[src/rtl/filter_chan_sched_pkg.sv]
// Shared types and helpers for the FIR engine channel scheduler.
package filter_sched_pkg;

  // Largest channel count the round-robin picker is sized for.
  localparam int unsigned MaxCh = 8;

  typedef enum logic [2:0] {
    StIdle,
    StArb,
    StIssue,
    StWaitRes,
    StDeliver
  } sched_state_t;

  typedef struct packed {
    logic       found;
    logic [2:0] idx;
  } rr_pick_t;

  // First pending channel at or after ptr, wrapping modulo num_ch.
  function automatic rr_pick_t rr_pick(input logic [MaxCh-1:0] pending,
                                       input logic [2:0]       ptr,
                                       input int unsigned      num_ch);
    rr_pick_t    res;
    int unsigned c;
    res = '0;
    for (int unsigned i = 0; i < MaxCh; i++) begin
      c = (int'(ptr) + i) % num_ch;
      if ((i < num_ch) && !res.found && pending[c]) begin
        res.found = 1'b1;
        res.idx   = c[2:0];
      end
    end
    return res;
  endfunction

endpackage

[src/rtl/filter_chan_sched_chan_in_buf.sv]
// Single-entry sample holding register for one channel.
module chan_in_buf
  import filter_sched_pkg::*;
#(
  parameter int unsigned DATA_W = 24
) (
  input  logic              pi_clk,
  input  logic              pi_sreset,
  input  logic              pi_en,
  input  logic              pi_s_tvalid,
  input  logic [DATA_W-1:0] pi_s_tdata,
  input  logic              pi_s_tlast,
  output logic              po_s_tready,
  input  logic              pi_clr,
  output logic              po_valid,
  output logic [DATA_W-1:0] po_data,
  output logic              po_last
);

  logic              valid_q;
  logic [DATA_W-1:0] data_q;
  logic              last_q;
  logic              accept;

  // Ready only from registered state; held low while reset is asserted.
  assign po_s_tready = pi_en & ~valid_q & ~pi_sreset;
  assign accept      = po_s_tready & pi_s_tvalid;

  assign po_valid = valid_q;
  assign po_data  = data_q;
  assign po_last  = last_q;

  // Capture on handshake; scheduler clears once the engine takes the sample.
  always_ff @(posedge pi_clk or posedge pi_sreset) begin
    if (pi_sreset) begin
      valid_q <= 1'b0;
      data_q  <= '0;
      last_q  <= 1'b0;
    end else if (accept) begin
      valid_q <= 1'b1;
      data_q  <= pi_s_tdata;
      last_q  <= pi_s_tlast;
    end else if (pi_clr) begin
      valid_q <= 1'b0;
    end
  end

endmodule

[src/rtl/filter_chan_sched.sv]
// Round-robin scheduler sharing one FIR engine between NUM_CH channels.
module filter_chan_sched
  import filter_sched_pkg::*;
#(
  parameter int unsigned NUM_CH  = 2,
  parameter int unsigned DATA_W  = 24,
  parameter int unsigned TIMEOUT = 1024,
  localparam int unsigned ChW    = (NUM_CH > 1) ? $clog2(NUM_CH) : 1
) (
  input  logic                     pi_clk,
  input  logic                     pi_sreset,
  input  logic [NUM_CH-1:0]        pi_ch_en,
  input  logic [NUM_CH-1:0]        pi_s_tvalid,
  input  logic [NUM_CH*DATA_W-1:0] pi_s_tdata,
  input  logic [NUM_CH-1:0]        pi_s_tlast,
  output logic [NUM_CH-1:0]        po_s_tready,
  output logic                     po_f_tvalid,
  output logic [DATA_W-1:0]        po_f_tdata,
  output logic                     po_f_tlast,
  input  logic                     pi_f_tready,
  output logic [ChW-1:0]           po_ch_sel,
  input  logic                     pi_r_tvalid,
  input  logic [DATA_W-1:0]        pi_r_tdata,
  output logic                     po_r_tready,
  output logic [NUM_CH-1:0]        po_m_tvalid,
  output logic [DATA_W-1:0]        po_m_tdata,
  output logic                     po_m_tlast,
  input  logic [NUM_CH-1:0]        pi_m_tready,
  output logic                     po_busy,
  output logic                     po_err,
  output logic [ChW-1:0]           po_err_ch
);

  localparam int unsigned WdW = (TIMEOUT > 1) ? $clog2(TIMEOUT) : 1;
  localparam logic [ChW-1:0] LastCh  = ChW'(NUM_CH - 1);
  localparam logic [WdW-1:0] WdLimit = WdW'(TIMEOUT - 1);

  logic [NUM_CH-1:0] hold_valid;
  logic [DATA_W-1:0] hold_data [NUM_CH];
  logic [NUM_CH-1:0] hold_last;
  logic [NUM_CH-1:0] buf_clr;

  sched_state_t      state_q;
  logic [ChW-1:0]    cur_ch_q;
  logic [ChW-1:0]    rr_q;
  logic [WdW-1:0]    wd_q;
  logic              f_tvalid_q;
  logic [DATA_W-1:0] f_tdata_q;
  logic              f_tlast_q;
  logic              r_tready_q;
  logic [NUM_CH-1:0] m_tvalid_q;
  logic [DATA_W-1:0] m_tdata_q;
  logic              m_tlast_q;
  logic              busy_q;
  logic              err_q;
  logic [ChW-1:0]    err_ch_q;

  logic [MaxCh-1:0]  pend_ext;
  logic [2:0]        ptr_ext;
  rr_pick_t          pick;
  logic [ChW-1:0]    grant;
  logic [ChW-1:0]    nxt_ch;

  for (genvar c = 0; c < NUM_CH; c++) begin : g_buf
    chan_in_buf #(
      .DATA_W(DATA_W)
    ) u_buf (
      .pi_clk     (pi_clk),
      .pi_sreset  (pi_sreset),
      .pi_en      (pi_ch_en[c]),
      .pi_s_tvalid(pi_s_tvalid[c]),
      .pi_s_tdata (pi_s_tdata[c*DATA_W +: DATA_W]),
      .pi_s_tlast (pi_s_tlast[c]),
      .po_s_tready(po_s_tready[c]),
      .pi_clr     (buf_clr[c]),
      .po_valid   (hold_valid[c]),
      .po_data    (hold_data[c]),
      .po_last    (hold_last[c])
    );
  end

  // Round-robin search over pending buffers, starting at the pointer.
  always_comb begin
    pend_ext               = '0;
    pend_ext[NUM_CH-1:0]   = hold_valid;
    ptr_ext                = 3'(rr_q);
    pick                   = rr_pick(pend_ext, ptr_ext, NUM_CH);
    grant                  = ChW'(pick.idx);
    nxt_ch                 = (cur_ch_q == LastCh) ? '0 : cur_ch_q + 1'b1;
  end

  // Release the granted buffer on the engine handshake only.
  always_comb begin
    buf_clr = '0;
    if ((state_q == StIssue) && pi_f_tready) begin
      buf_clr[cur_ch_q] = 1'b1;
    end
  end

  // Scheduler FSM with all engine/channel outputs registered.
  always_ff @(posedge pi_clk or posedge pi_sreset) begin
    if (pi_sreset) begin
      state_q    <= StIdle;
      cur_ch_q   <= '0;
      rr_q       <= '0;
      wd_q       <= '0;
      f_tvalid_q <= 1'b0;
      f_tdata_q  <= '0;
      f_tlast_q  <= 1'b0;
      r_tready_q <= 1'b0;
      m_tvalid_q <= '0;
      m_tdata_q  <= '0;
      m_tlast_q  <= 1'b0;
      busy_q     <= 1'b0;
      err_q      <= 1'b0;
      err_ch_q   <= '0;
    end else begin
      err_q <= 1'b0;
      unique case (state_q)
        StIdle: begin
          if (|hold_valid) begin
            state_q <= StArb;
            busy_q  <= 1'b1;
          end
        end
        StArb: begin
          if (pick.found) begin
            cur_ch_q   <= grant;
            f_tvalid_q <= 1'b1;
            f_tdata_q  <= hold_data[grant];
            f_tlast_q  <= hold_last[grant];
            state_q    <= StIssue;
          end else begin
            busy_q  <= 1'b0;
            state_q <= StIdle;
          end
        end
        StIssue: begin
          // No watchdog here: the engine may stall its input indefinitely.
          if (pi_f_tready) begin
            f_tvalid_q <= 1'b0;
            m_tlast_q  <= hold_last[cur_ch_q];
            wd_q       <= '0;
            r_tready_q <= 1'b1;
            state_q    <= StWaitRes;
          end
        end
        StWaitRes: begin
          // A result on the expiry cycle wins over the timeout.
          if (pi_r_tvalid) begin
            m_tdata_q  <= pi_r_tdata;
            r_tready_q <= 1'b0;
            m_tvalid_q <= NUM_CH'(1) << cur_ch_q;
            state_q    <= StDeliver;
          end else if (wd_q == WdLimit) begin
            err_q      <= 1'b1;
            err_ch_q   <= cur_ch_q;
            rr_q       <= nxt_ch;
            r_tready_q <= 1'b0;
            state_q    <= StArb;
          end else begin
            wd_q <= wd_q + 1'b1;
          end
        end
        StDeliver: begin
          if (pi_m_tready[cur_ch_q]) begin
            m_tvalid_q <= '0;
            rr_q       <= nxt_ch;
            state_q    <= StArb;
          end
        end
        default: begin
          state_q <= StIdle;
          busy_q  <= 1'b0;
        end
      endcase
    end
  end

  assign po_f_tvalid = f_tvalid_q;
  assign po_f_tdata  = f_tdata_q;
  assign po_f_tlast  = f_tlast_q;
  assign po_ch_sel   = cur_ch_q;
  assign po_r_tready = r_tready_q;
  assign po_m_tvalid = m_tvalid_q;
  assign po_m_tdata  = m_tdata_q;
  assign po_m_tlast  = m_tlast_q;
  assign po_busy     = busy_q;
  assign po_err      = err_q;
  assign po_err_ch   = err_ch_q;

endmodule

[config.mk]
export PLATFORM = sky130hd
export DESIGN_NAME = filter_chan_sched
export DESIGN_NICKNAME = d
export VERILOG_FILES = /design/src/rtl/filter_chan_sched_pkg.sv /design/src/rtl/filter_chan_sched_chan_in_buf.sv /design/src/rtl/filter_chan_sched.sv
export SDC_FILE = /design/constraint.sdc
export NUM_CORES = 1
export LEC_CHECK = 0
export BUFFER_PORTS_ARGS = -buffer_cell sky130_fd_sc_hd__buf_2
export CORE_MARGIN = 4
export CORE_UTILIZATION = 45
export DETAILED_ROUTE_END_ITERATION = 7
export PLACE_DENSITY = 0.73
export RECOVER_POWER = 25
export SLEW_MARGIN = 20
export SYNTH_ARGS = -nofsm -noshare
export SYNTH_HDL_FRONTEND = slang
export SYNTH_SLANG_ARGS = --single-unit
[constraint.sdc]
create_clock -name pi_clk -period 7.8 [get_ports pi_clk]
set_input_delay 2.34 -clock pi_clk [delete_from_list [all_inputs] [get_ports pi_clk]]
set_output_delay 2.34 -clock pi_clk [all_outputs]
set_load 0.005 [all_outputs]
==> summary.txt <==
Status
  – Status: finished with violations
  – Violated checks: max-capacitance violations, max-slew violations

Cells and area
  – Layout cells sized above 1: 0.463
  – Multi-input gate area: 1980 um2
  – Area delta synth->final: 26.7%
  – Register area: 3100 um2
  – Final Util: 0.584
  – Finished Cell Area: 6670 um2
  – Post-Layout Cell Count: 705
  – Fill cells: 957
  – Nets: 633

Clock tree
  – Longest Clk Path Bufs: 2
  – Root Buffer: clkbuf_16
  – Clock Sinks: 124
  – Post-CTS Setup Bufs: 0
  – CTS tree: done
  – Post_cts resized: 0
  – Worst-path clk slew: 0.05 ns
  – Skew-Pair Late Insertion Delay: 0.41 ns
  – Total CTS buffers: 17
  – H-tree depth: 4
  – CTS Hold Bufs: 0

Place
  – Dpl cells: 672
  – Pre-CTS WS: 2.58 ns
  – I/O Buffers: 143
  – Area after DPL: 6070 um2
  – Final Wtd Congestion: 0.835
  – DP Wirelength: 8160 um

Setup path
  – Startpoint class of the critical path: input pin
  – Slowest CP cell: clkbuf_1
  – Crit path cell chain: clkbuf_1, clkinvlp_2, clkbuf_1, buf_4
  – WP data arrival: 5.75 ns
  – Most frequent CP cell: clkbuf_1
  – Setup crit end kind: asynchronous set/reset pin
  – Worst path max stage delay: 2.20 ns
  – Worst path bufs/invs: 4
  – CP Max Fanout: 68
  – Required @ worst endpoint: 8.23 ns
  – Delay-heaviest family, CP: buffers and inverters
  – Setup CP Type: input pin to asynchronous set/reset pin

Drt
  – Drt first pass iters: 4
  – DRT iter0 DRCs: 152
  – # DRC: 0
  – Post-detailed-route wirelength per cell: 17.1 um
  – Vias per cell: 5.32
  – Via count: 3,751
  – Drt total wl: 12,000 um
  – ANT nets after route: 0

Global route
  – Vias in the first global route: 3,894
  – Largest net degree at the start of global routing: 69
  – Initial antenna violation count: 1
  – Global Route Usage Sum: 0.188
  – GR Overflow Total: 0
  – Global-route wire length before repair: 19,300 um

Yosys
  – Seq cells post-synth: 124
  – Main combinational cell family by area after synthesis: multiplexers
  – Synth Area per Inst: 12.9 um2
  – Simple-gate share of the synthesized area: 0.0785
  – Mux cell area share after synthesis: 0.220
  – Yosys warning count: 0
  – Compound-gate portion of the synthesized area: 0.0723
  – Sequential share of the synthesized area: 0.590
  – Synth Cell Area: 5260 um2
  – Post-synthesis adder-cell area fraction: 0.00238
  – Cells after Synth: 407
  – Post-synth cell types: 43
  – Post-Synth XOR/XNOR Area: 0
  – Mapped Nets: 492

Power
  – Pint: 1.95 mW
  – Sequential share of power: 0.407
  – Psw: 0.867 mW
  – IR drop worst, VDD: 0.000219 V
  – Leakage: 3.23 nW
  – Logic pwr share: 0.310
  – Clock network power share: 0.284
  – Pwr per Cell Area: 423 nW/um2
  – Pwr Total: 2.82 mW
  – Switching Share: 0.307

Die
  – Core area: 11,400 um2
  – Die Height: 116 um
  – Starting Density: 0.461
  – Die area: 13,500 um2
  – Die width: 116 um
  – Row Count: 39
  – # IOs: 144

STA
  – Hold WS: 0.500 ns
  – Fin crit share: 0.682
  – Hold Vio Cnt, Final: 0
  – Post-layout min period: 5.32 ns
  – Final Setup Violations: 0
  – Setup TNS: 0 ns
  – Clock Skews: 0.00795 ns
  – Fmax: 188 MHz
  – RSZ-0062 raised after global routing: no
  – Final slew viol count: 111
  – Final setup margin: 2.48 ns
  – Rel. slew slack: -1.07
  – Worst Tran Pin Value: 3.10 ns

Hold path
  – Min-delay worst type: flip-flop to flip-flop

Job
  – Total of max-cap violations: 2
-- worst reg2reg max path: cells and delay by family, from the launching register on --
| kind | cells | cell delay (ns) |
|---|---|---|
| DFF | 1 | 0.48 |
| AOI/OAI and AO/OA | 1 | 0.21 |
| and+or+nand+nor | 3 | 0.51 |
| buffers and inverters | 1 | 1.69 |
-- layout make-up --
class	instances	area share
multi-input cells	246	0.298
flip-flops and latches	124	0.465
clock inverters	7	0.0165
clock buffers	25	0.0743
repair buffers	150	0.114
well taps	143	0.0268
diodes	1	0.000375
inverters	9	0.00526
-- path summary, 6_finish.rpt --
check | start | to | slack [ns] | cells past startpoint
setup / recovery | pi_sreset | g_buf[1].u_buf.po_data[1] | 2.48 | 4
hold / removal | po_m_tdata[7] | po_m_tdata[7] | 0.50 | 1
setup reg to reg | g_buf[1].u_buf.po_valid | po_f_tdata[11] | 4.82 | 5
hold reg to reg | po_m_tdata[7] | po_m_tdata[7] | 0.50 | 1
max in group pi_clk | pi_sreset | po_s_tready[0] | 2.51 | 4
min in group asynchronous | pi_sreset | wd_q[8] | 3.20 | 3
-- routing by layer --
metal  track usage  vias to the layer above  share of wire
li1              -                     1741              -
met4        0.0735                        2          0.016
met3        0.0751                       22          0.077
met1         0.221                     1873           0.41
met5             0                        -         0.0016
met2         0.311                      113           0.49
-- state kept, by name (all words and copies together) (netlist names), 2 cells and up --
name and count:
po_f_tdata 24, state_q 3, g_buf.u_buf.po_last 2, po_m_tvalid 2, g_buf.u_buf.po_valid 2, po_m_tdata 24
g_buf.u_buf.po_data 48, wd_q 10
-- power groups by stage --
stage          logic, mW  registers, mW  clock network [mW]
2_1_floorplan      0.608           1.10                   0
3_3_place_gp       0.849           1.13                   0
3_5_place_dp       0.885           1.15                   0
4_1_cts            0.889           1.15               0.816
5_1_grt            0.976           1.19               0.848
6_report           0.874           1.15               0.800
-- cell families (layout without fill, tap and decap cells) --
kind of cell,Yosys count,in the layout
flip-flops,124,124
multiplexers,106,106
AND/OR/NAND/NOR,76,76
AO/OA/AOI/OAI,63,63
buffers and inverters,37,191
adder cells (fa/ha/maj),1,1
other,0,1
-- cells in the final DEF (no fill, tap or decap), types with 3 or more instances in the layout --
cell	n
o21ai_0	8
and3_1	6
clkbuf_1	9
inv_1	8
a21oi_1	31
clkbuf_16	17
nand2_1	3
clkinv_2	4
bufinv_16	3
buf_2	140
nor3_1	4
nor2_1	33
buf_4	5
o31ai_1	8
mux2_2	78
a211o_1	3
nand3_1	5
nand4_1	5
dfrtp_1	124
mux2i_1	28
a31oi_1	3
clkbuf_8	4
-- synthesized netlist by cell type (all sizes together) --
master,count,share of area
nor3b,1,0.0014
and4,3,0.0055
o21bai,2,0.0029
ha,1,0.0024
nor4b,1,0.0029
and3,7,0.0086
mux2,78,0.17
a21oi,31,0.029
nand4b,1,0.0017
inv,9,0.0064
nand2,3,0.0021
nand2b,1,0.0012
a22o,3,0.0052
nand3b,1,0.0014
nand4,5,0.0059
nor2b,2,0.0024
nand3,5,0.0048
clkbuf,5,0.0036
nand4bb,1,0.0021
and2,2,0.0024
or2,2,0.0024
o31ai,8,0.011
o311ai,1,0.0017
a211o,3,0.0050
dfrtp,124,0.59
nor2,33,0.024
nor3,4,0.0038
o211ai,1,0.0014
buf,23,0.027
a31oi,3,0.0036
a21o,2,0.0031
or3b,1,0.0017
or4,1,0.0014
mux2i,28,0.053
and3b,2,0.0033
o21ai,9,0.0086
Power figures use the tool's default switching activity.
